## src/rtl/icache_pkg.sv

```systemverilog
// rtl/icache_pkg.sv - shared types, constants and tree-PLRU helpers for the N-way I-cache
//
// Purpose : controller state encoding, line geometry constants and the
//           tree-PLRU victim/update functions used by icache_plru_tree.
//           The functions take the way count as an argument and work on a
//           7-bit (8-way) bit vector; narrower trees use the low bits.
// Tree layout: node 0 is the root, children of node n are 2n+1 (lower half
//           of the ways) and 2n+2 (upper half). A node bit of 0 sends the
//           victim search to the lower half, 1 to the upper half.
package icache_pkg;

  typedef enum logic [1:0] {
    S_IDLE  = 2'd0,
    S_ALLOC = 2'd1,
    S_FILL  = 2'd2
  } state_t;

  localparam int LINE_W        = 128;
  localparam int WORD_W        = 32;
  localparam int WORD_OFF_BITS = 2;
  localparam int MAX_PLRU_W    = 7;

  function automatic int plru_levels(input int ways);
    return (ways >= 8) ? 3 : (ways >= 4) ? 2 : (ways >= 2) ? 1 : 0;
  endfunction

  // Follow the node bits from the root; the way number is built MSB first.
  function automatic logic [2:0] plru_victim(input logic [MAX_PLRU_W-1:0] bits,
                                             input int ways);
    logic [2:0] way;
    int         node;
    int         lv;
    way  = '0;
    node = 0;
    lv   = plru_levels(ways);
    for (int l = 0; l < 3; l++) begin
      if (l < lv) begin
        way  = {way[1:0], bits[3'(node)]};
        node = 2 * node + 1 + (bits[3'(node)] ? 1 : 0);
      end
    end
    return way;
  endfunction

  // Make every node on the path to 'way' point at the opposite half, so the
  // most recently used way is the last one the victim search reaches.
  function automatic logic [MAX_PLRU_W-1:0] plru_update(input logic [MAX_PLRU_W-1:0] bits,
                                                        input logic [2:0] way,
                                                        input int ways);
    logic [MAX_PLRU_W-1:0] nb;
    logic                  dir;
    int                    node;
    int                    lv;
    nb   = bits;
    node = 0;
    lv   = plru_levels(ways);
    for (int l = 0; l < 3; l++) begin
      if (l < lv) begin
        dir            = way[2'(lv - 1 - l)];
        nb[3'(node)]   = ~dir;
        node           = 2 * node + 1 + (dir ? 1 : 0);
      end
    end
    return nb;
  endfunction

endpackage

```

## src/rtl/icache_plru_tree.sv

```systemverilog
// rtl/icache_plru_tree.sv - combinational tree-PLRU victim select and update for one set
//
// Purpose : given the PLRU bits of one set, report the PLRU victim way and the
//           bits that result from marking 'upd_way' most recently used.
// Ports   : plru      in  PW  current PLRU bits of the set
//           upd_way   in  WB  way being touched (hit way or filled way)
//           victim    out WB  PLRU victim way
//           plru_next out PW  PLRU bits after touching upd_way
// With WAYS=1 there is no tree: victim is 0 and the 1-bit vector is a dummy.
module icache_plru_tree
  import icache_pkg::*;
#(
  parameter  int WAYS = 4,
  localparam int PW   = (WAYS > 1) ? WAYS - 1 : 1,
  localparam int WB   = (WAYS > 1) ? $clog2(WAYS) : 1
) (
  input  logic [PW-1:0] plru,
  input  logic [WB-1:0] upd_way,
  output logic [WB-1:0] victim,
  output logic [PW-1:0] plru_next
);

  logic [MAX_PLRU_W-1:0] ext;

  assign ext       = MAX_PLRU_W'(plru);
  assign victim    = WB'(plru_victim(ext, WAYS));
  assign plru_next = PW'(plru_update(ext, 3'(upd_way), WAYS));

endmodule

```

## src/rtl/cache_ro_nway.sv

```systemverilog
// rtl/cache_ro_nway.sv - N-way set-associative read-only instruction cache
//
// Purpose : zero-latency hit path for the fetch port, line refill over a
//           128-bit request/ready memory port, invalid-first then tree-PLRU
//           replacement. Optional performance counters under the macro
//           ICACHE_PERF_CNT_EN (undefined: acc_cnt/miss_cnt tied to 0).
// Ports   : clk         in   1    rising-edge clock
//           proc_reset  in   1    asynchronous active-high reset
//           proc_read   in   1    fetch request
//           proc_addr   in   30   word address
//           proc_rdata  out  32   fetched word (holds last hit word otherwise)
//           proc_stall  out  1    pipeline stall
//           proc_hit    out  1    hit pulse in IDLE
//           mem_read    out  1    line read request (ALLOC)
//           mem_write   out  1    constant 0
//           mem_addr    out  28   line address
//           mem_wdata   out  128  constant 0
//           mem_rdata   in   128  returned line
//           mem_ready   in   1    line valid this cycle
//           acc_cnt     out  32   completed accesses
//           miss_cnt    out  32   misses
module cache_ro_nway
  import icache_pkg::*;
#(
  parameter int WAYS     = 4,
  parameter int SET_BITS = 3
) (
  input  logic               clk,
  input  logic               proc_reset,
  input  logic               proc_read,
  input  logic [29:0]        proc_addr,
  output logic [WORD_W-1:0]  proc_rdata,
  output logic               proc_stall,
  output logic               proc_hit,
  output logic               mem_read,
  output logic               mem_write,
  output logic [27:0]        mem_addr,
  output logic [LINE_W-1:0]  mem_wdata,
  input  logic [LINE_W-1:0]  mem_rdata,
  input  logic               mem_ready,
  output logic [31:0]        acc_cnt,
  output logic [31:0]        miss_cnt
);

  localparam int SETS  = 1 << SET_BITS;
  localparam int IW    = (SET_BITS > 0) ? SET_BITS : 1;
  localparam int TAG_W = 28 - SET_BITS;
  localparam int PW    = (WAYS > 1) ? WAYS - 1 : 1;
  localparam int WB    = (WAYS > 1) ? $clog2(WAYS) : 1;

  state_t state_q, state_d;

  logic [WAYS-1:0]   valid_q [SETS];
  logic [TAG_W-1:0]  tag_q   [SETS][WAYS];
  logic [LINE_W-1:0] data_q  [SETS][WAYS];
  logic [PW-1:0]     plru_q  [SETS];

  logic [27:0]       line_q;
  logic [WB-1:0]     victim_q;
  logic [WORD_W-1:0] rdata_q;

  logic [IW-1:0]     cur_idx, fill_idx, plru_idx;
  logic [TAG_W-1:0]  cur_tag, fill_tag;

  logic              hit_any, inv_any, lookup_hit, miss;
  logic [WB-1:0]     hit_way, inv_way, victim_sel, plru_way, plru_vic;
  logic [PW-1:0]     plru_nxt;
  logic [LINE_W-1:0] hit_line;
  logic [WORD_W-1:0] hit_word;

  generate
    if (SET_BITS > 0) begin : g_idx
      assign cur_idx  = proc_addr[SET_BITS+1:2];
      assign fill_idx = line_q[SET_BITS-1:0];
    end else begin : g_no_idx
      assign cur_idx  = '0;
      assign fill_idx = '0;
    end
  endgenerate

  assign cur_tag  = proc_addr[29:SET_BITS+2];
  assign fill_tag = line_q[27:SET_BITS];

  // Parallel tag compare over all ways of the indexed set.
  always_comb begin
    hit_any = 1'b0;
    hit_way = '0;
    for (int w = 0; w < WAYS; w++) begin
      if (valid_q[cur_idx][w] && (tag_q[cur_idx][w] == cur_tag)) begin
        hit_any = 1'b1;
        hit_way = WB'(w);
      end
    end
  end

  // Scan downwards so the lowest-index invalid way wins.
  always_comb begin
    inv_any = 1'b0;
    inv_way = '0;
    for (int w = WAYS - 1; w >= 0; w--) begin
      if (!valid_q[cur_idx][w]) begin
        inv_any = 1'b1;
        inv_way = WB'(w);
      end
    end
  end

  assign lookup_hit = (state_q == S_IDLE) && proc_read && hit_any;
  assign miss       = (state_q == S_IDLE) && proc_read && !hit_any;
  assign hit_line   = data_q[cur_idx][hit_way];
  assign hit_word   = hit_line[{proc_addr[WORD_OFF_BITS-1:0], 5'b0} +: WORD_W];
  assign victim_sel = inv_any ? inv_way : plru_vic;

  // One tree serves both uses: lookup/victim on the addressed set in IDLE,
  // and the post-fill update on the latched set in FILL.
  assign plru_idx = (state_q == S_FILL) ? fill_idx : cur_idx;
  assign plru_way = (state_q == S_FILL) ? victim_q : hit_way;

  icache_plru_tree #(.WAYS(WAYS)) u_plru (
    .plru      (plru_q[plru_idx]),
    .upd_way   (plru_way),
    .victim    (plru_vic),
    .plru_next (plru_nxt)
  );

  always_comb begin
    state_d = state_q;
    case (state_q)
      S_IDLE:  if (miss) state_d = S_ALLOC;
      S_ALLOC: if (mem_ready) state_d = S_FILL;
      S_FILL:  state_d = S_IDLE;
      default: state_d = S_IDLE;
    endcase
  end

  always_ff @(posedge clk or posedge proc_reset) begin
    if (proc_reset) begin
      state_q <= S_IDLE;
    end else begin
      state_q <= state_d;
    end
  end

  always_ff @(posedge clk or posedge proc_reset) begin
    if (proc_reset) begin
      line_q   <= '0;
      victim_q <= '0;
      rdata_q  <= '0;
      for (int s = 0; s < SETS; s++) begin
        valid_q[s] <= '0;
        plru_q[s]  <= '0;
      end
    end else begin
      if (miss) begin
        line_q   <= proc_addr[29:2];
        victim_q <= victim_sel;
      end
      if (lookup_hit) begin
        rdata_q          <= hit_word;
        plru_q[cur_idx]  <= plru_nxt;
      end
      if (state_q == S_FILL) begin
        valid_q[fill_idx][victim_q] <= 1'b1;
        plru_q[fill_idx]            <= plru_nxt;
      end
    end
  end

  // The line is only guaranteed on mem_rdata in the mem_ready cycle, so the
  // data and tag are written then; the victim cannot be looked up again
  // before FILL has set its valid bit because lookups only happen in IDLE.
  always_ff @(posedge clk) begin
    if ((state_q == S_ALLOC) && mem_ready) begin
      tag_q[fill_idx][victim_q]  <= fill_tag;
      data_q[fill_idx][victim_q] <= mem_rdata;
    end
  end

`ifdef ICACHE_PERF_CNT_EN
  logic [31:0] acc_q, miss_q;

  always_ff @(posedge clk or posedge proc_reset) begin
    if (proc_reset) begin
      acc_q  <= '0;
      miss_q <= '0;
    end else begin
      if (lookup_hit && (acc_q != '1)) acc_q <= acc_q + 32'd1;
      if (miss && (miss_q != '1)) miss_q <= miss_q + 32'd1;
    end
  end

  assign acc_cnt  = acc_q;
  assign miss_cnt = miss_q;
`else
  assign acc_cnt  = '0;
  assign miss_cnt = '0;
`endif

  assign proc_rdata = lookup_hit ? hit_word : rdata_q;
  assign proc_hit   = lookup_hit;
  assign proc_stall = (state_q != S_IDLE) || miss;
  assign mem_read   = (state_q == S_ALLOC);
  assign mem_addr   = line_q;
  assign mem_write  = 1'b0;
  assign mem_wdata  = '0;

endmodule

```

## config.mk

```make
export PLATFORM = sky130hd
export DESIGN_NAME = cache_ro_nway
export DESIGN_NICKNAME = d
export VERILOG_FILES = /design/src/rtl/icache_pkg.sv /design/src/rtl/icache_plru_tree.sv /design/src/rtl/cache_ro_nway.sv
export SDC_FILE = /design/constraint.sdc
export NUM_CORES = 2
export LEC_CHECK = 0
export BUFFER_PORTS_ARGS = -buffer_cell sky130_fd_sc_hd__buf_2
export CORE_AREA = 2 2 693 695
export CTS_BUF_LIST = sky130_fd_sc_hd__clkbuf_16
export DETAILED_ROUTE_END_ITERATION = 12
export DIE_AREA = 0 0 695 697
export GPL_ROUTABILITY_DRIVEN = 0
export HOLD_SLACK_MARGIN = 0.05
export PLACE_DENSITY = 0.53
export SYNTH_ARGS = -nofsm -noshare
export SYNTH_HDL_FRONTEND = slang
export SYNTH_MEMORY_MAX_BITS = 65536
export SYNTH_SLANG_ARGS = --single-unit
```

## constraint.sdc

```tcl
create_clock -name clk -period 8.1 [get_ports clk]
set_input_delay 0.81 -clock clk [delete_from_list [all_inputs] [get_ports clk]]
set_output_delay 0.81 -clock clk [all_outputs]
set_load 0.02 [all_outputs]
```

# == After elaboration in Yosys (flattened, before gate mapping) ==
# Memories as Yosys holds them, arrays and structs flattened.
# Cells that the tools add are included.
# totals
reg_bits,120
latch_bits,0
mem_bits_rw,4896
mem_bits_ro,0
inputBits,162
output_inout_bits,256
elab_cells,130
n_memories,2
# memory_table
name,depth,word_bits,read_ports,rd_ports_with_merged_regs,wr,line_no,source
data_q,8,512,1,0,1,cache_ro_nway.sv:55,logic [LINE_W-1:0] data_q [SETS][WAYS];
tag_q,8,100,1,0,1,cache_ro_nway.sv:54,logic [TAG_W-1:0] tag_q [SETS][WAYS];
# op_classes
addsub,2
mul,0
div_mod_pow,0
magnitude_cmp,13
eq_ne,8
shift,1
mux,58
n_bitwise,8
reduce_logical,18
# ops
operator,count
$mux 512,1
$mux 128,3
$bmux 128 s2,1
$demux 128 s2,1
$shiftx 128x8->32,1
$eq 25x25->1,4
$mux 100,1
$demux 25 s2,1
$bwmux 24,2
$mux 24,2
$mux 32,1
$or 32x32->32,1
$mux 25,1
$mux 2,10
$demux 3 s3,2
$mux 1,16
$mux 3,5
$logic_and 1x1->1,13
$bmux 4 s3,1
$demux 4 s3,1
$ge 4x4->1 const B,3
$mux 4,3
$not 3->4,3
$lt 3x5->1 const B,2
24 further kinds,29

# == Longest topological paths before layout ==
# depth
depth_word,20
mapped_depth,20

# == By module ==
# Synthesis repeated with hierarchy kept, for this count alone.
# unflattened
hier_cells,10594
area_unflattened_um2,191144.6
# by_module_without_submodules
module,n_inst,cells_per_inst,area_each_um2,seq_area_each_um2
cache_ro_nway,1,10587,191098.3,150023.9
icache_plru_tree,1,7,46.3,0.0

# == Least setup slack after synthesis ==
# No wires, ideal clock.
# synth_timing
path_kind,register to register
start,reg state_q[1]
end,mem data_q[0][0] (netlist bit) (enable)
setup_ns,0.668
arrival_time_ns,7.722
slack_ns,-0.291
path_stages_with_launch,6
n_path_buf,1
synth_period_minus_slack_ns,8.391
cell_sequence,dfrtp_1 > nor2b_1 > and2_1 > clkbuf_1 > nand3_1 > nor2_1
# synth_via
elab_chain_cells,4
# synth_rtl
element,line_no,source
"start, declared",cache_ro_nway.sv:51,"state_t state_q, state_d;"
"start signal, assigned",cache_ro_nway.sv:140,state_q <= state_d;
$eq 2x1->1,-,
via mem_read,cache_ro_nway.sv:35,"output logic mem_read,"
$logic_and 1x1->1,cache_ro_nway.sv:173,if ((state_q == S_ALLOC) && mem_ready) begin
$mux 1,cache_ro_nway.sv:173,
$mux 512 (implied by the code),cache_ro_nway.sv:175,data_q[fill_idx][victim_q] <= mem_rdata;
"end, declared",cache_ro_nway.sv:55,
# The timed path passes the listed nets, and every way through them passes these cells.

# == Worst setup path after layout ==
# layout_timing
start,in proc_addr[4]
end,out proc_rdata[21]
# layout_via
elab_chain_cells,14
elab_cells_between_ends,28
cone_classes,eq/ne: 4; shift: 1; mux: 14; bitwise: 2; reduce/logical: 5; memory: 2
# layout_rtl
element,line_no,source
"start, declared",cache_ro_nway.sv:31,"input logic [29:0] proc_addr,"
branches (longest 13 deep; another with $mem_v2 8x100),-,
$mux 32 (*),-,
"end, declared",cache_ro_nway.sv:32,"output logic [WORD_W-1:0] proc_rdata,"
# Every way passes the cells marked *. The select of a mux whose other input is x is not followed.

==> flow_metrics.py <==
metrics = {
    "sta": {
        "timing_worst_slew_pin_value_ns": 1.52,
        "rsz0062_at_grt": "false",
        "tns_ns": -0.0316,
        "min_period_ns": 8.13,
        "fin_worst_hold_slack_ns": 0.230,
        "final-setup-viol-count": 1,
        "maxClockFrequency_mhz": 123,
        "maxSlewViolCount": 2,
        "finalCritPeriodShare_pct": 100,
        "worst_slew_margin_rel_pct": -2.39,
        "final.setup.worst_slack_ns": -0.0316,
        "hold_viol_final": 0,
        "finalClockSkew_ns": 0.0611,
    },
    "flow_run": {
        "max_cap_viol_count": 1,
    },
    "cells_and_area": {
        "post-route-cell-area_sq_um": 217000,
        "area_added_between_synthesis_and_finish_pct": 14.0,
        "utilization_pct": 45.4,
        "fraction_of_final_layout_cells_with_drive_strength_greater_than_1_pct": 16.5,
        "final_nets": 11200,
        "n_fill_cell": 40600,
    },
    "synth": {
        "syn-mean-instance-area_sq_um": 18.1,
        "synth-async-reset-ratio_pct": 2.39,
        "post_synth_instance_area_sq_um": 190000,
        "synth.top_cell.area_share_pct": 77.3,
        "number_of_enable_type_register_cells_in_the_synthesized_netlist": 4896,
        "synth_warnings": 0,
        "synth_top_area_cell": "sky130_fd_sc_hd__edfxtp_1",
        "synth.area.top_cells": "sky130_fd_sc_hd__edfxtp_1, sky130_fd_sc_hd__a22oi_1, sky130_fd_sc_hd__mux2i_1",
        "yosys.cell_count.top_type": "sky130_fd_sc_hd__edfxtp_1",
        "synth_cell_type_count": 89,
        "ys.flop_type": "sky130_fd_sc_hd__edfxtp_1",
        "yosys_register_bits": 5016,
        "syn-instance-count": 10500,
        "ys_seq_area_share_pct": 78.9,
        "synth.top_cells.by_count": "sky130_fd_sc_hd__edfxtp_1, sky130_fd_sc_hd__a22oi_1, sky130_fd_sc_hd__mux2i_1",
    },
    "pwr": {
        "report.power.total_mw": 57.4,
        "power.share.switching_pct": 24.0,
        "max-vdd-ir-drop_v": 0.000225,
        "power-per-cell-area_nw_per_um2": 265,
        "pwr-share-comb_pct": 7.3,
        "net-switching-power_mw": 13.8,
        "internal_power_mw": 43.6,
        "clockPowerShare_pct": 40.1,
        "power_frac_seq_pct": 52.6,
        "power.leakage_nw": 69.6,
    },
    "floorplan": {
        "pin_count": 418,
        "starting_utilization_of_the_core_area_pct": 39.9,
        "die_outline_height_um": 697,
        "die_x_um": 695,
        "rows": 254,
        "floorplan.die_area_sq_um": 484000,
        "core_region_area_sq_um": 477000,
    },
    "critical_path": {
        "critical_path.n_buffers_inverters": 7,
        "cell_with_the_largest_stage_delay_on_the_worst_path": "sky130_fd_sc_hd__buf_8",
        "launching_element_type_of_the_critical_path": "primary input",
        "crit_fanout": 74,
        "worstPathRequired_ns": 7.29,
        "cell_seen_most_often_among_critical_path_stages": "sky130_fd_sc_hd__buf_4",
        "crit_chain": "buf_8 > buf_4 > and2_4 > buf_4 > a22oi_1 > o22a_1 > nor3_1 > nand4_1 > o41ai_2 > buf_4 > o21bai_4 > inv_2 > buf_4 > mux2i_1 > nand4b_1 > buf_2",
        "critical-path-max-stage-delay_ns": 0.60,
        "timing.critical_path.max_delay_family": "buffers and inverters",
        "criticalPathCategory": "primary input to output pin",
        "end_kind": "output pin",
        "crit_arrival_ns": 7.32,
    },
    "routing": {
        "vias": 113000,
        "detail_route.drc_violations": 0,
        "drt_wl_total_mm": 692,
        "drtPass1Iterations": 6,
        "remaining_number_of_nets_flagged_by_the_antenna_check_after_routing": 0,
        "vias_per_cell": 6.33,
        "drt_iter0_drc": 18200,
        "route.detailed.wl_per_inst_um": 38.8,
    },
    "clock_network": {
        "ctsLongestPathBuffers": 4,
        "cts_max_level": 6,
        "cts.sink_count": 5016,
        "cts_made_buffers": 531,
        "insertion_delay_ns": 1.08,
        "clk_pin_slew_ns": 0.06,
        "tritoncts": "done",
        "cts_resized": 0,
        "clock_tree.root_cell": "sky130_fd_sc_hd__clkbuf_16",
    },
    "global_route": {
        "globalRoute.totalOverflow": 0,
        "antenna_found_initial": 105,
        "grt_max_degree": 105,
        "first_global_vias": 108000,
        "wire_length_of_the_first_global_routing_pass_mm": 933,
        "globalRouteTotalUtil_pct": 27.7,
    },
    "min_path": {
        "hp-class": "primary input to flop",
    },
    "placement": {
        "dp.final_hpwl_mm": 375,
        "place.port_buffers": 224,
        "placedInstanceArea_sq_um": 200000,
    },
    "outcome": {
        "violations": "capacitance limit, slew limit, setup timing",
        "status": "finished, violations left",
    },
}
## metal layers
| layer | share of wire [%] | GRT usage, % |
|---|---|---|
| met5 | 0.038 | 0 |
| met3 | 11 | 5.72 |
| met2 | 45 | 42.6 |
| met4 | 3.7 | 9.46 |
| met1 | 40 | 39.3 |
## through the flow
stage | cells | setup WS [ns]
4_1_cts | 17800 | 0.0451
2_1_floorplan | 10700 | -0.291
3_5_place_dp | 16900 | 0.0676
6_report | 17900 | -0.0316
3_3_place_gp | 16900 | -0.0226
5_1_grt | 17800 | 0.0891
## what timing repair did
| item | CTS | global route |
|---|---|---|
| buffers inserted | 0 | 0 |
| hold buffers | 2 | 0 |
| hold endpoints to repair | 43 | 0 |
## worst register-to-register path, stage by stage (launching register included)
cell and delay [ns]:
sky130_fd_sc_hd__edfxtp_1 0.38, sky130_fd_sc_hd__mux4_2 0.47, sky130_fd_sc_hd__mux2i_1 0.24, sky130_fd_sc_hd__xnor2_1 0.31, sky130_fd_sc_hd__or2_1 0.32, sky130_fd_sc_hd__nor3b_1 0.21, sky130_fd_sc_hd__nand4_1 0.60, sky130_fd_sc_hd__o21ai_4 0.62
sky130_fd_sc_hd__buf_4 0.52, sky130_fd_sc_hd__buf_4 0.41, sky130_fd_sc_hd__o211ai_1 0.33, sky130_fd_sc_hd__a32oi_1 0.33, sky130_fd_sc_hd__nand4_1 0.44
## area by class of cell
cell class                      count  area [sq um]  area share [%]
Clock buffer                      549         13700            6.34
Clock inverter                    401          2460            1.14
Timing Repair Buffer              657          5590            2.58
Sequential cell                  5016        150000            69.2
Inverter                           10          55.1          0.0254
Antenna cell                       37          92.6          0.0427
Tap cell                         6400          8010            3.69
Multi-Input combinational cell   4781         36800            17.0
## power by group through the flow
stage	Combinational [mW]	Clock, mW	Sequential, mW
floorplan	1.85	0	30.8
global placement	4.09	0	30.7
detailed placement	4.14	0	30.8
CTS	4.15	23.2	30.2
global route	4.34	24.2	30.3
finish	4.20	23.0	30.2
## cells by family after synthesis
family | synth area share (%)
compound gates | 10.1
xor+xnor | 0.336
buf+inv | 2.37
flops | 78.9
mux | 5.60
other cells | 0.00197
simple gates | 2.71
## path summary, 6_finish.rpt
check / startpoint / end / slack [ns] / cells past startpoint
max reg2reg: tag_q[4][0] / rdata_q[16] / 2.59 / 12
min reg2reg: valid_q[0] / valid_q[0] / 0.45 / 1
max in group asynchronous: proc_reset / rdata_q[31] / 6.23 / 4
min: proc_addr[20] / mem_addr[18] / 0.23 / 2
min in group asynchronous: proc_reset / plru_q[3] / 0.38 / 3
max: proc_addr[4] / proc_rdata[21] / -0.03 / 16
## state kept, by name (all words and copies together) (netlist names)
register	flops
data_q	4096
mem_addr	28
plru_q	24
rdata_q	32
state_q	2
tag_q	800
valid_q	32
victim_q	2
## layout by cell type (no fill, tap or decap), types with 47 or more instances in the layout
cell type,n
sky130_fd_sc_hd__buf_2,222
sky130_fd_sc_hd__edfxtp_1,4896
sky130_fd_sc_hd__clkbuf_16,549
sky130_fd_sc_hd__a222oi_1,63
sky130_fd_sc_hd__nor2_1,261
sky130_fd_sc_hd__buf_4,335
sky130_fd_sc_hd__mux4_2,94
sky130_fd_sc_hd__mux2_2,337
sky130_fd_sc_hd__nand2_1,245
sky130_fd_sc_hd__xnor2_1,47
sky130_fd_sc_hd__clkinv_1,113
sky130_fd_sc_hd__a221oi_1,473
sky130_fd_sc_hd__dfrtp_1,119
sky130_fd_sc_hd__clkinv_2,79
sky130_fd_sc_hd__nand4_1,217
sky130_fd_sc_hd__conb_1,193
sky130_fd_sc_hd__o22ai_1,54
sky130_fd_sc_hd__o21ai_0,246
sky130_fd_sc_hd__a21oi_1,247
sky130_fd_sc_hd__a22oi_1,964
sky130_fd_sc_hd__mux2i_1,474
sky130_fd_sc_hd__nand3_1,120
sky130_fd_sc_hd__a22o_1,172
sky130_fd_sc_hd__buf_12,95
sky130_fd_sc_hd__inv_1,147
(Power assumes the default switching activity.)
